`src/rtl/ssp_tx_sequencer.sv`:
```
// SSP transmit sequencer: pops words from a show-ahead TX FIFO, generates sspclkout,
// and frames each word with a one-period FSS pulse followed by MSB-first data.
module ssp_tx_sequencer #(
  parameter int DATA_W   = 8,
  parameter int PRESCALE = 1
) (
  input  logic              pclk,
  input  logic              clear,
  input  logic              sse,
  input  logic              txhasword,
  input  logic [DATA_W-1:0] txdata,
  input  logic              rxfifoint,
  output logic              txfifo_pop,
  output logic              sspclkout,
  output logic              sspfssout,
  output logic              ssptxd,
  output logic              sspoe_b,
  output logic              busy,
  output logic              txdone
);

  localparam int CNT_W = (PRESCALE > 1) ? $clog2(PRESCALE) : 1;
  localparam int BIT_W = $clog2(DATA_W);
  localparam logic [CNT_W-1:0] CNT_MAX = CNT_W'(PRESCALE - 1);
  localparam logic [BIT_W-1:0] BIT_MAX = BIT_W'(DATA_W - 1);

  typedef enum logic [1:0] {
    IDLE,
    FSS,
    DATA
  } state_e;

  state_e            state_q, state_d;
  logic [CNT_W-1:0]  cnt_q, cnt_d;
  logic              sclk_q, sclk_d;
  logic [DATA_W-1:0] shreg_q, shreg_d;
  logic [BIT_W-1:0]  bitcnt_q, bitcnt_d;
  logic              fss_q, fss_d;
  logic              txd_q, txd_d;
  logic              oe_b_q, oe_b_d;

  logic run;
  logic half_end;
  logic tick;
  logic go;
  logic last_bit;
  logic load;

  // Clock runs while enabled or finishing a frame; tick marks the falling edge.
  always_comb begin
    run      = sse | (state_q != IDLE);
    half_end = run & (cnt_q == CNT_MAX);
    tick     = half_end & sclk_q;
    go       = sse & txhasword & ~rxfifoint;
    last_bit = (state_q == DATA) & (bitcnt_q == '0);
    cnt_d    = '0;
    sclk_d   = 1'b0;
    if (run) begin
      if (half_end) begin
        cnt_d  = '0;
        sclk_d = ~sclk_q;
      end else begin
        cnt_d  = cnt_q + 1'b1;
        sclk_d = sclk_q;
      end
    end
  end

  always_ff @(posedge pclk or negedge clear) begin
    if (!clear) begin
      state_q  <= IDLE;
      cnt_q    <= '0;
      sclk_q   <= 1'b0;
      shreg_q  <= '0;
      bitcnt_q <= '0;
      fss_q    <= 1'b0;
      txd_q    <= 1'b0;
      oe_b_q   <= 1'b1;
    end else begin
      state_q  <= state_d;
      cnt_q    <= cnt_d;
      sclk_q   <= sclk_d;
      shreg_q  <= shreg_d;
      bitcnt_q <= bitcnt_d;
      fss_q    <= fss_d;
      txd_q    <= txd_d;
      oe_b_q   <= oe_b_d;
    end
  end

  always_comb begin
    state_d = state_q;
    load    = 1'b0;
    if (tick) begin
      case (state_q)
        IDLE: begin
          if (go) begin
            state_d = FSS;
            load    = 1'b1;
          end
        end
        FSS: state_d = DATA;
        DATA: begin
          if (bitcnt_q == '0) begin
            load    = go;
            state_d = go ? FSS : IDLE;
          end
        end
        default: state_d = IDLE;
      endcase
    end
  end

  // A pop is combinational with the loading tick so shreg captures the show-ahead word
  // on the same edge the FIFO advances.
  always_comb begin
    shreg_d    = shreg_q;
    bitcnt_d   = bitcnt_q;
    fss_d      = fss_q;
    txd_d      = txd_q;
    oe_b_d     = oe_b_q;
    txfifo_pop = load;
    txdone     = tick & last_bit;
    if (load) begin
      shreg_d = txdata;
      fss_d   = 1'b1;
      oe_b_d  = 1'b0;
      txd_d   = 1'b0;
    end else if (tick) begin
      case (state_q)
        FSS: begin
          fss_d    = 1'b0;
          txd_d    = shreg_q[DATA_W-1];
          bitcnt_d = BIT_MAX;
        end
        DATA: begin
          if (bitcnt_q != '0) begin
            shreg_d  = shreg_q << 1;
            txd_d    = shreg_q[DATA_W-2];
            bitcnt_d = bitcnt_q - 1'b1;
          end else begin
            oe_b_d = 1'b1;
            txd_d  = 1'b0;
          end
        end
        default: ;
      endcase
    end
  end

  always_comb begin
    sspclkout = sclk_q;
    sspfssout = fss_q;
    ssptxd    = txd_q;
    sspoe_b   = oe_b_q;
    busy      = (state_q != IDLE);
  end

endmodule

```
`config.mk`:
```
export PLATFORM = sky130hd
export DESIGN_NAME = ssp_tx_sequencer
export DESIGN_NICKNAME = d
export VERILOG_FILES = /design/src/rtl/ssp_tx_sequencer.sv
export SDC_FILE = /design/constraint.sdc
export NUM_CORES = 1
export LEC_CHECK = 0
export ABC_CLOCK_PERIOD_IN_PS = 2740
export BUFFER_PORTS_ARGS = -buffer_cell sky130_fd_sc_hd__buf_2
export CAP_MARGIN = 30
export CELL_PAD_IN_SITES_DETAIL_PLACEMENT = 1
export CELL_PAD_IN_SITES_GLOBAL_PLACEMENT = 1
export CORE_MARGIN = 2
export CORE_UTILIZATION = 36
export CTS_CLUSTER_DIAMETER = 200
export DETAILED_ROUTE_END_ITERATION = 6
export HOLD_SLACK_MARGIN = 0.02
export PLACE_DENSITY = 0.79
export SETUP_SLACK_MARGIN = 0.15
export SLEW_MARGIN = 0
export SYNTH_ARGS = -nofsm -noshare
export SYNTH_HDL_FRONTEND = slang
export SYNTH_SLANG_ARGS = --single-unit
```
`constraint.sdc`:
```
create_clock -name pclk -period 2.74 [get_ports pclk]
set_input_delay 0.548 -clock pclk [delete_from_list [all_inputs] [get_ports pclk]]
set_output_delay 0.548 -clock pclk [all_outputs]
set_load 0.05 [all_outputs]
```
==> impl_metrics.yaml <==
outcome:
  status: "finished, final reports clean"
cells_and_area:
  area_growth_pct: 18.1
  diodes: 0
  fin_area_um2: 1120
  final_core_util_pct: 45.2
  layout_commonest_cell: "buf_2"
  layout-drive-gt1-share_pct: 31.6
  final_cell_mix: "buf_2 (19), dfrtp_1 (17), nand2_1 (10), o21ai_0 (10), o2bb2ai_1 (8)"
  layout.cells.non_filler: 144
  nets: 130
global_routing:
  grt_max_degree: 19
  met3_usage_pct: 2.34
  grtUsageTotal_pct: 14.7
  grt-ovfl-total: 0
  antenna_found_initial: 0
  grt_pass1_wl_um: 3660
  grt_util_met2_pct: 23.0
  grt_pass1_vias: 764
  met1_usage_pct: 21.5
  top_usage_layer: "met2"
clocking:
  cts_max_path_buffers: 2
  cts-root-buf: "clkbuf_4"
  post_cts_buffers: 0
  clk_latency_ns: 0.29
  cts_htree_levels: 1
  cts_made_buffers: 3
  cts_tree: "done"
  cts.sinks: 18
  cts_resized: 0
  postCtsHoldBufs: 0
  clk_pin_slew_ns: 0.10
yosys:
  ys_warn_count: 0
  synth.cell_area_um2: 947
  yosysTopAreaCell: "dfrtp_1"
  ys_seq_area_share_pct: 47.7
  netlist.area_leader.share_pct: 44.9
  synth_area_leaders: "dfrtp_1 (45%), o2bb2ai_1 (7.4%), a22oi_1 (5.5%)"
  synth_cells: 92
  synth_nets: 107
  ys_ff_latch: 18
  syn_area_per_cell_um2: 10.3
  ys_types: 33
worst_setup_path:
  reg2reg_from: "bitcnt_q[0]"
  cpMaxStageDelayCell: "dfrtp_1"
  max_stage_delay_ns: 0.53
  cp.required_ns: 2.19
  cp-start-kind: "flip-flop"
  crit_path_cell_trace: "nor3b_2 -> and4b_2 -> buf_2"
  worstPathMaxFanout: 13
  crit_path_end_kind: "output pin"
  cp_data_arrival_time_ns: 1.78
  rr_endpoint: "ssptxd"
  ff2ff_setup_slack_ns: 0.88
  cp_num_buf_inv: 1
  r2r_cells: 6
  critical-path-top-delay-family: "simple AND/OR/NAND/NOR gates"
  critPathKind: "flip-flop to output pin"
placement:
  io_buffers: 19
  place_congestion: 0.807
  pre_cts_slack_ns: 0.687
  place_inst: 140
  dpl.hpwl_um: 1610
  placed_area_um2: 1080
sta:
  report.final.slew_viol_count: 0
  postLayoutSetupSlackWorst_ns: 0.407
  post-route-min-period_ns: 2.33
  fmax_mhz: 429
  post-route-period-util_pct: 85.1
  rsz0062_at_grt: "no"
  hold_viol: 0
  setup_violations: 0
  skew_ns: 0.00216
  hold_ws_ns: 0.164
  tns_ns: 0
power:
  cellPowerDensity_nw_per_um2: 967
  internal_power_mw: 0.611
  ir_drop_v: 0.000536
  p_switching_mw: 0.471
  seqPwrFrac_pct: 41.1
  p_comb_share_pct: 43.7
  finalPower_mw: 1.08
  p_clk_share_pct: 15.2
  p_leak_nw: 0.504
  switching_share_pct: 43.5
floorplan:
  start_util_pct: 38.2
  die_w_um: 55.3
  coreArea_um2: 2480
  rows: 18
  io_pins: 20
  die_h_um: 55.3
  die-area_um2: 3060
hold_path:
  hold_path_class: "primary input to asynchronous set/reset pin"
routing:
  wl_um: 2110
  ant_nets: 0
  drt_iter0_markers: 14
  drtPass1Iterations: 4
  drc_errors: 0
  dr_total_vias: 797
  drt-vias-per-instance: 5.53
  wl_per_cell_um: 14.7
job:
  cap_violations: 0
## per-layer routing
layer  vias up  wire, um
met5         -         0
met3         3        63
li1        381         -
met4         0        11
met2        12      1020
met1       401      1020
## Yosys cell counts, drive strengths merged
cell type,count
o31ai,1
nand2,10
nand4b,1
o22a,1
mux2i,1
ha,2
o2bb2ai,8
inv,3
nor3,2
a22o,1
dfstp,1
a31oi,1
mux2,1
clkbuf,2
conb,1
buf,1
o21ai,12
a211oi,1
a21oi,4
nor3b,1
and4b,1
dfrtp,17
or2,1
and2b,1
nor2,4
a22oi,8
nor2b,2
nand2b,3
## area by class of cell
class                           instances  area, um^2
Fill cell                             293        1360
Multi-Input combinational cell         68         472
Sequential cell                        18         452
Timing Repair Buffer                   21         110
Tap cell                               30        37.5
Clock buffer                            4        36.3
Inverter                                3        11.3
## state kept, by name, summed over array words and instances, names as in the netlist
signal / count
cnt_q: 1
sspclkout: 1
bitcnt_q: 3
ssptxd: 1
shreg_q: 8
state_q: 2
sspoe_b: 1
sspfssout: 1
## worst reg2reg max path: stages, from the launching register on
cell and delay, ns:
dfrtp_1 0.41, inv_1 0.09, ha_1 0.25, nand2b_4 0.11, a211oi_4 0.48, a22oi_2 0.14, mux2_2 0.27
## power by group through the flow
| stage | clock, mW | combinational [mW] | sequential (mW) |
|---|---|---|---|
| floorplan | 0 | 0.337 | 0.458 |
| global placement | 0 | 0.463 | 0.444 |
| detailed placement | 0 | 0.477 | 0.449 |
| CTS | 0.169 | 0.480 | 0.445 |
| global route | 0.186 | 0.525 | 0.462 |
| finish | 0.165 | 0.472 | 0.445 |
## how the worst max path moves through the flow
stage | startpoint | end | slack (ns) | cells after the start
finish | state_q[0] | txdone | 0.41 | 3
global route | bitcnt_q[1] | txfifo_pop | 0.30 | 7
CTS | state_q[0] | txdone | 0.40 | 3
detailed placement | sse | txfifo_pop | 0.69 | 6
global placement | sse | txfifo_pop | 0.71 | 6
floorplan | sspclkout | txfifo_pop | 0.25 | 4
## logic make-up after synthesis
kind of cell               count (synthesis)  share of synthesized area, %
muxes                                      2                          2.25
other                                      1                         0.396
and+or+nand+nor                           26                          16.0
AOI/OAI and AO/OA                         37                          28.5
buffers and inverters                      6                          2.51
DFF                                       18                          47.7
adders and majority gates                  2                          2.64
Power figures use the tool's default switching activity.
